==> src/rtl/ifetch_pkg.sv <==
// Shared widths and the fetch-entry bundle for the fetch stage.
// Imported by the interface, the queue and the top.
package ifetch_pkg;

  localparam int ADDR_W  = 32;
  localparam int INSTR_W = 32;
  localparam logic [ADDR_W-1:0] PC_STEP = 32'd4;

  typedef struct packed {
    logic [INSTR_W-1:0] instr;
    logic [ADDR_W-1:0]  pc;
  } fetch_entry_t;

endpackage

==> src/rtl/instr_fetch_if.sv <==
// Memory-address and decode-handshake bundle of the fetch stage.
// master = fetch side, slave = memory/decode side.
interface instr_fetch_if;
  import ifetch_pkg::*;

  logic [ADDR_W-1:0]  imem_addr;
  logic [INSTR_W-1:0] imem_data;
  logic               out_valid;
  logic               out_ready;
  logic [INSTR_W-1:0] out_instr;
  logic [ADDR_W-1:0]  out_pc;

  modport master (
    output imem_addr,
    input  imem_data,
    output out_valid,
    input  out_ready,
    output out_instr,
    output out_pc
  );

  modport slave (
    input  imem_addr,
    output imem_data,
    input  out_valid,
    output out_ready,
    input  out_instr,
    input  out_pc
  );

endinterface

==> src/rtl/fetch_queue.sv <==
// Small synchronous FIFO of fetch entries with push/pop/flush.
// Flush wins over push and pop; storage clears on reset.
module fetch_queue
  import ifetch_pkg::*;
#(
  parameter int DEPTH = 2,
  localparam int AW = $clog2(DEPTH),
  localparam int CW = AW + 1
) (
  input  logic         clk,
  input  logic         rst_n,
  input  logic         push_i,
  input  logic         pop_i,
  input  logic         flush_i,
  input  fetch_entry_t wdata_i,
  output fetch_entry_t rdata_o,
  output logic         full_o,
  output logic [CW-1:0] count_o
);

  fetch_entry_t  mem_q [DEPTH];
  logic [AW-1:0] wr_q, rd_q;
  logic [CW-1:0] cnt_q, cnt_d;
  logic          pop;

  assign pop     = pop_i & (cnt_q != '0);
  assign full_o  = (cnt_q == CW'(DEPTH));
  assign count_o = cnt_q;
  assign rdata_o = mem_q[rd_q];

  // Occupancy after this cycle's push/pop.
  always_comb begin
    cnt_d = cnt_q;
    if (push_i & ~pop)
      cnt_d = cnt_q + 1'b1;
    else if (pop & ~push_i)
      cnt_d = cnt_q - 1'b1;
  end

  // Pointers, count and entry storage.
  always_ff @(posedge clk or negedge rst_n) begin
    if (!rst_n) begin
      wr_q  <= '0;
      rd_q  <= '0;
      cnt_q <= '0;
      for (int i = 0; i < DEPTH; i++)
        mem_q[i] <= '0;
    end else if (flush_i) begin
      wr_q  <= '0;
      rd_q  <= '0;
      cnt_q <= '0;
    end else begin
      if (push_i) begin
        mem_q[wr_q] <= wdata_i;
        wr_q        <= wr_q + 1'b1;
      end
      if (pop)
        rd_q <= rd_q + 1'b1;
      cnt_q <= cnt_d;
    end
  end

endmodule

==> src/rtl/instr_fetch.sv <==
// Fetch stage: PC register, redirect handling, queue to decode.
// IFETCH_ALIGN_CHECK_EN enables the misaligned-redirect fault/halt.
module instr_fetch
  import ifetch_pkg::*;
#(
  parameter logic [ADDR_W-1:0] RESET_PC = 32'h0000_0000,
  parameter int QDEPTH = 2
) (
  input  logic              clk,
  input  logic              rst_n,
  instr_fetch_if.master     bus,
  input  logic              redirect_valid,
  input  logic [ADDR_W-1:0] redirect_pc,
  output logic              fetch_fault
);

  localparam int CW = $clog2(QDEPTH) + 1;

  logic [ADDR_W-1:0] pc_q;
  logic              halted;
  logic              full;
  logic [CW-1:0]     count;
  logic              pop, push;
  fetch_entry_t      wentry, head;

  assign bus.imem_addr = pc_q;
  assign bus.out_valid = (count != '0);
  assign bus.out_instr = head.instr;
  assign bus.out_pc    = head.pc;

  assign pop  = bus.out_valid & bus.out_ready;
  assign push = ~halted & (~full | pop) & ~redirect_valid;

  assign wentry.instr = bus.imem_data;
  assign wentry.pc    = pc_q;

  fetch_queue #(.DEPTH(QDEPTH)) u_q (
    .clk     (clk),
    .rst_n   (rst_n),
    .push_i  (push),
    .pop_i   (pop),
    .flush_i (redirect_valid),
    .wdata_i (wentry),
    .rdata_o (head),
    .full_o  (full),
    .count_o (count)
  );

`ifdef IFETCH_ALIGN_CHECK_EN
  logic fault_q;
  logic aligned;

  assign aligned     = (redirect_pc[1:0] == 2'b00);
  assign halted      = fault_q;
  assign fetch_fault = fault_q;

  // Sticky fault: set by a misaligned redirect, cleared by an aligned one.
  always_ff @(posedge clk or negedge rst_n) begin
    if (!rst_n)
      fault_q <= 1'b0;
    else if (redirect_valid)
      fault_q <= ~aligned;
  end

  // Fetch PC; a misaligned redirect leaves it untouched.
  always_ff @(posedge clk or negedge rst_n) begin
    if (!rst_n)
      pc_q <= RESET_PC;
    else if (redirect_valid) begin
      if (aligned)
        pc_q <= redirect_pc;
    end else if (push)
      pc_q <= pc_q + PC_STEP;
  end
`else
  assign halted      = 1'b0;
  assign fetch_fault = 1'b0;

  // Fetch PC: redirect first, else advance on every enqueue.
  always_ff @(posedge clk or negedge rst_n) begin
    if (!rst_n)
      pc_q <= RESET_PC;
    else if (redirect_valid)
      pc_q <= redirect_pc;
    else if (push)
      pc_q <= pc_q + PC_STEP;
  end
`endif

endmodule

==> src/flat_wrapper.sv <==
// flat-port wrapper written by rule: the top's interface ports become plain ports
module instr_fetch_flat import ifetch_pkg::*;
#(
  parameter logic [ADDR_W-1:0] RESET_PC = 32'h0000_0000,
  parameter int QDEPTH = 2
)
  (clk, rst_n, redirect_valid, redirect_pc, fetch_fault, bus_imem_addr, bus_imem_data, bus_out_valid, bus_out_ready, bus_out_instr, bus_out_pc);
  instr_fetch_if bus_i ();
  input  logic clk;
  input  logic rst_n;
  input  logic redirect_valid;
  input  logic [ADDR_W-1:0] redirect_pc;
  output logic fetch_fault;
  output wire logic [$bits(bus_i.imem_addr)-1:0] bus_imem_addr;
  input wire logic [$bits(bus_i.imem_data)-1:0] bus_imem_data;
  output wire logic [$bits(bus_i.out_valid)-1:0] bus_out_valid;
  input wire logic [$bits(bus_i.out_ready)-1:0] bus_out_ready;
  output wire logic [$bits(bus_i.out_instr)-1:0] bus_out_instr;
  output wire logic [$bits(bus_i.out_pc)-1:0] bus_out_pc;
  assign bus_imem_addr = bus_i.imem_addr;
  assign bus_i.imem_data = bus_imem_data;
  assign bus_out_valid = bus_i.out_valid;
  assign bus_i.out_ready = bus_out_ready;
  assign bus_out_instr = bus_i.out_instr;
  assign bus_out_pc = bus_i.out_pc;
  instr_fetch #(.RESET_PC(RESET_PC), .QDEPTH(QDEPTH)) u_core (.clk(clk), .rst_n(rst_n), .bus(bus_i), .redirect_valid(redirect_valid), .redirect_pc(redirect_pc), .fetch_fault(fetch_fault));
endmodule
==> config.mk <==
export PLATFORM = sky130hd
export DESIGN_NAME = instr_fetch_flat
export DESIGN_NICKNAME = d
export VERILOG_FILES = /design/src/rtl/ifetch_pkg.sv /design/src/rtl/instr_fetch_if.sv /design/src/rtl/fetch_queue.sv /design/src/rtl/instr_fetch.sv /design/src/flat_wrapper.sv
export SDC_FILE = /design/constraint.sdc
export NUM_CORES = 1
export LEC_CHECK = 0
export CAP_MARGIN = 20
export CORE_MARGIN = 5
export CORE_UTILIZATION = 50
export CTS_CLUSTER_DIAMETER = 120
export DETAILED_ROUTE_END_ITERATION = 10
export PLACE_DENSITY = 0.85
export SYNTH_ARGS = -nofsm -noshare
export SYNTH_HDL_FRONTEND = slang
export SYNTH_SLANG_ARGS = --single-unit
==> constraint.sdc <==
create_clock -name clk -period 3.37 [get_ports clk]
set_clock_uncertainty 0.2 [all_clocks]
set_input_delay 0.5055 -clock clk [delete_from_list [all_inputs] [get_ports clk]]
set_output_delay 0.5055 -clock clk [all_outputs]
set_load 0.005 [all_outputs]
==> results of run 1 <==
registers in the layout, indices dropped and copies added (netlist names):
| signal | count |
|---|---|
| u_core.u_q.mem_q | 128 |
| u_core.bus.imem_addr | 32 |
| u_core.u_q.count_o | 2 |
| u_core.u_q.rd_q | 1 |
| u_core.u_q.wr_q | 1 |
where the power goes:
part           internal, uW  total, uW  switching [uW]
logic                  1110       1680             568
registers              2410       2720             308
clock network          1360       2140             788
critical path, stage by stage (launching register included):
cell and delay (ns):
dfrtp_2 0.61, buf_12 0.29, mux2_2 0.38, clkdlybuf4s50_1 0.48
through the flow:
stage          std cells  total power (uW)  hold slack, ns  util [%]
4_1_cts              938              6610           0.307      67.2
5_1_grt              938              6840           0.317      67.2
3_5_place_dp         905              4430           0.293      62.7
2_1_floorplan        576              3500         0.00991         -
3_3_place_gp         905              4320           0.284      62.7
6_report             938              6540           0.304      67.2
worst max-delay path by stage:
stage,start,to,slack (ns),cells after the start
floorplan,bus_out_ready,u_core.u_q.mem_q[32],1.16,6
global route,u_core.u_q.rd_q,bus_out_pc[4],0.38,3
CTS,u_core.u_q.rd_q,bus_out_instr[20],0.44,3
detailed placement,bus_out_ready,u_core.bus.imem_addr[22],0.44,5
finish,u_core.u_q.rd_q,bus_out_instr[20],0.47,3
global placement,bus_out_ready,u_core.bus.imem_addr[22],0.48,5
metal layers:
metal / GRT usage, % / vias up / routed length [um]
met3: 5.17 / 25 / 958
met1: 27.2 / 2728 / 7610
met5: 0 / - / 0
met4: 7.16 / 0 / 293
li1: - / 2457 / -
met2: 37.4 / 170 / 9770
cells by family after synthesis:
| logic type | count (synthesis) |
|---|---|
| AO/OA/AOI/OAI | 46 |
| XOR/XNOR | 13 |
| adder cells (fa/ha/maj) | 1 |
| buffers and inverters | 41 |
| flip-flops | 164 |
| multiplexers | 195 |
| other | 1 |
| AND/OR/NAND/NOR | 115 |
layout make-up:
cell class	count	share of cell area, %
Sequential cell	164	40.6
Multi-Input combinational cell	371	32.6
Timing Repair Buffer	178	17.7
Clock buffer	20	4.52
Tap cell	188	2.33
Clock inverter	12	1.99
Inverter	5	0.186
layout by cell type (no fill, tap or decap), drive strengths merged, types with 5 or more instances in the layout:
cell,n
mux2,194
dfrtp,164
clkdlybuf4s50,163
nand2,28
or4,20
clkbuf,20
nor2,18
buf,14
nand3,13
nand4,13
o21ai,12
a31oi,11
o31ai,10
xnor2,7
xor2,6
inv,6
bufinv,5
==> impl_metrics.toml, run 1 <==
[status]
status = "finished clean"

[final_layout]
syn_to_final_growth_pct = 33.4
regArea_um2 = 4110
drive_gt1_share_pct = 33.2
multi_input_area_um2 = 3290
fin_area_um2 = 10100
nNetsFinal = 806
num_antenna_cells = 0
nFillCells = 1034

[critical_path]
critPathKind = "flop to primary output"
rr_endpoint = "u_core.bus.imem_addr[22]"
r2r_start = "u_core.bus.imem_addr[3]"
cp.arrival_ns = 2.19
crit_required_ns = 2.66
cp-end-kind = "primary output"
reg2reg_depth = 5
cp-start-kind = "flop"
worstPathMaxFanout = 39
rrSetupSlack_ns = 0.67

[clock_network]
clock_latency_ns = 0.42
clk_pin_slew_ns = 0.06
clock_path_buffers = 2
cts_made_buffers = 17
hold_buffers = 1
post_cts_buffers = 0
cts_resized = 0
h-tree-depth = 4
cts_sinks = 164
cts_tree = "yes"
ctsRootBufferMaster = "clkbuf_16"

[synth]
yosys-top-cells-area = "dfrtp_1 (54%), mux2_2 (29%), or4_1 (1.9%)"
postSynthCellCount = 576
seq_area_frac_synth_pct = 54.2
ys_top_cells_by_count = "mux2_2 (194), dfrtp_1 (164), nand2_1 (28), clkbuf_1 (20), or4_1 (19)"
synth_top_area_cell = "dfrtp_1"
synth_fp_nets = 645
synth_top_family_by_area = "multiplexers"
synth_top_area_share_pct = 54.2
yosys_warnings = 0
synthXorXnorAreaFrac_pct = 1.50
ys_ff_latch = 164
synth.most_common_cell = "mux2_2"
async_reset_ff_share_pct = 100
synth.distinct_cells = 44
postSynthAreaPerCell_um2 = 13.1
synth_fa_ha_area_share_pct = 0.165
synth_ff_type = "dfrtp_1"
synth_simple_gate_area_share_pct = 8.66
syn_area_um2 = 7570
synth_edf_count = 0
synthMuxAreaShare_pct = 29.0
synth_compound_area_share_pct = 4.05

[worst_hold_path]
hold_depth = 1
min_to = "u_core.u_q.mem_q[17]"
min-delay-start = "u_core.u_q.mem_q[17]"
hp-class = "flop to flop"

[floorplanning]
die_x_um = 133
die_area_um2 = 17700
core_um2 = 15000
start_util_pct = 50.4
num_io_pins = 166
chipHeight_um = 133
rows = 45

[grt]
gr-total-overflow = 0
grt_max_degree = 70
antenna_found_initial = 0
grtUsageTotal_pct = 21.8
grt_pass1_wl_um = 30800
grt_pass1_vias = 5770

[pwr]
power.leakage_uw = 0.00404
ir_drop_v = 0.000366
power_density_nw_per_um2 = 648

[place]
dpl-instance-area_um2 = 9430
gp_congestion = 0.781
hpwl_um = 12900
place_ws_ns = 0.441
port_buffers = 164

[timing]
setup_slack_ns = 0.472
finalMaxSlewViolations = 0
fmax_mhz = 345
final.setup.tns_ns = 0
setup-violations-final = 0
min_period_ns = 2.90
rsz0062_at_grt = "false"
final_hold_viol_count = 0
fin_crit_sh_pct = 86.0
slew_headroom_pct = 59.8
tightest_slew_ns = 0.601

[drt]
vias_per_cell = 5.74
drt_wl_total_um = 18600
vias = 5380
drcViolationCount = 0
ant_nets = 0
drt_iter0_drc = 436
wire_per_inst_um = 19.9
first_pass_iters = 4

[flow_run]
drv_cap = 0
Power figures use the tool's default switching activity.
==> inputs of run 2 (changes only) <==
CORE_MARGIN = not set   (was 5)
SKIP_LAST_GASP = 1   (was not set)
clock period = 2.78 ns   (was 3.37 ns; I/O delays follow)
==> impl_metrics.toml, run 2 (synthesized netlist as in run 1, its figures left out) <==
[status]
status = "finished, violations left"
violations = "DRC"

[timing]
fmax_mhz = 384
rsz0062_at_grt = "false"
final.setup.tns_ns = 0
setup-violations-final = 0
finalMaxSlewViolations = 0
final_hold_viol_count = 0
tightest_slew_ns = 0.751
fin_crit_sh_pct = 93.8
min_period_ns = 2.61
slew_headroom_pct = 50.0

[final_layout]
num_antenna_cells = 0
instances_no_fill = 943
layout_commonest_cell = "mux2_2"
multi_input_area_um2 = 3290
nFillCells = 1020
drive_gt1_share_pct = 34.1
largest_register_ffs = 128
syn_to_final_growth_pct = 33.6
final_cell_mix = "mux2_2 (194), clkdlybuf4s50_1 (163), dfrtp_1 (163), nand2_1 (28), or4_1 (19)"
regArea_um2 = 4110
regMostFlops = "u_core.u_q.mem_q"
nNetsFinal = 816

[clock_network]
h-tree-depth = 4
clock_latency_ns = 0.42
clk_pin_slew_ns = 0.06
ctsRootBufferMaster = "clkbuf_16"
cts_sinks = 164
cts_made_buffers = 17
cts_tree = "yes"
clock_path_buffers = 2

[floorplanning]
chipHeight_um = 125
rows = 44
die_area_um2 = 15600
num_io_pins = 166
start_util_pct = 51.7
die_x_um = 125
core_um2 = 14600

[pwr]
power.leakage_uw = 0.00406
ir_drop_v = 0.000496
power_density_nw_per_um2 = 749

[drt]
drt_iter0_drc = 390
first_pass_iters = 8
wire_per_inst_um = 19.2
drt_wl_total_um = 18100
drcViolationCount = 20
ant_nets = 0
vias_per_cell = 5.80
vias = 5467

[critical_path]
cp.arrival_ns = 1.99
cp-end-kind = "primary output"
rrSetupSlack_ns = 0.29
worstPathMaxFanout = 38
crit_required_ns = 2.16
critPathKind = "flop to primary output"
cp-start-kind = "flop"

[place]
port_buffers = 164
gp_congestion = 0.829
dp.cells = 908
hpwl_um = 12200

[grt]
antenna_found_initial = 0
grt_pass1_wl_um = 29600
grt_max_degree = 78
gr-total-overflow = 0
grt_pass1_vias = 5803
grtUsageTotal_pct = 24.1
gr-max-usage-layer = "met2"
grt_use_met3_pct = 5.65
met2_usage_pct = 41.6
met1_usage_pct = 29.3

[worst_hold_path]
hp-class = "flop to flop"

[flow_run]
drv_cap = 0
[run 2: cell types whose count changed in the layout (fill, tap and decap cells not counted), sizes merged]
cell      previous run  this run
inv                  6         5
buf                 14        24
clkinvlp             2         3
clkinv               4         5
bufinv               5         1
clkbuf              20        22
[run 2: power breakdown]
group | switching (uW) | total (uW) | internal (uW)
clock network | 905 | 2240 | 1340
logic | 696 | 2060 | 1370
registers | 348 | 3270 | 2920
total | 1950 | 7580 | 5630
[run 2: per-stage QoR]
step	utilization, %	setup slack, ns	hold WS, ns	area, um^2	total power [uW]
after floorplan	-	0.574	-0.0786	7570	4240
after global placement	64.8	0.112	0.280	9490	5240
after detailed placement	64.8	0.0566	0.292	9490	5360
after CTS	68.8	0.0177	0.306	10100	7620
after global routing	69.0	0.114	0.312	10100	7920
final	69.0	0.173	0.302	10100	7580
[run 2: path summary, 6_finish.rpt]
check | from | end | cells after the start
setup / recovery | u_core.u_q.rd_q | bus_out_pc[29] | 3
hold / removal | u_core.u_q.mem_q[1] | u_core.u_q.mem_q[1] | 1
setup reg to reg | u_core.bus.imem_addr[5] | u_core.bus.imem_addr[30] | 4
hold reg to reg | u_core.u_q.mem_q[1] | u_core.u_q.mem_q[1] | 1
max in group asynchronous | rst_n | u_core.u_q.mem_q[119] | 3
min in group asynchronous | rst_n | u_core.u_q.mem_q[38] | 2
[run 2: timing repair]
item,in CTS,in global routing
gates resized for setup,1,2
setup endpoints to repair,16,11
hold endpoints to repair,72,0
hold buffers,1,0
buffers inserted,0,3
[run 2: layout make-up]
cell class	count	area share [%]
Tap cell	184	2.28
Multi-Input combinational cell	371	32.6
Sequential cell	164	40.6
Clock inverter	9	0.767
Clock buffer	22	4.89
Timing Repair Buffer	188	18.7
Inverter	5	0.186
[run 2: per-layer routing]
| layer | part of all wire, % | wire (um) |
|---|---|---|
| met1 | 41 | 7480 |
| met2 | 51 | 9260 |
| met3 | 5.4 | 970 |
| met4 | 2.1 | 383 |
| met5 | 0 | 0 |
[run 2: critical path: stages, from the launching register on]
cell and delay [ns]:
dfrtp_4 0.47, buf_16 0.24, mux2_2 0.37, clkdlybuf4s50_1 0.47
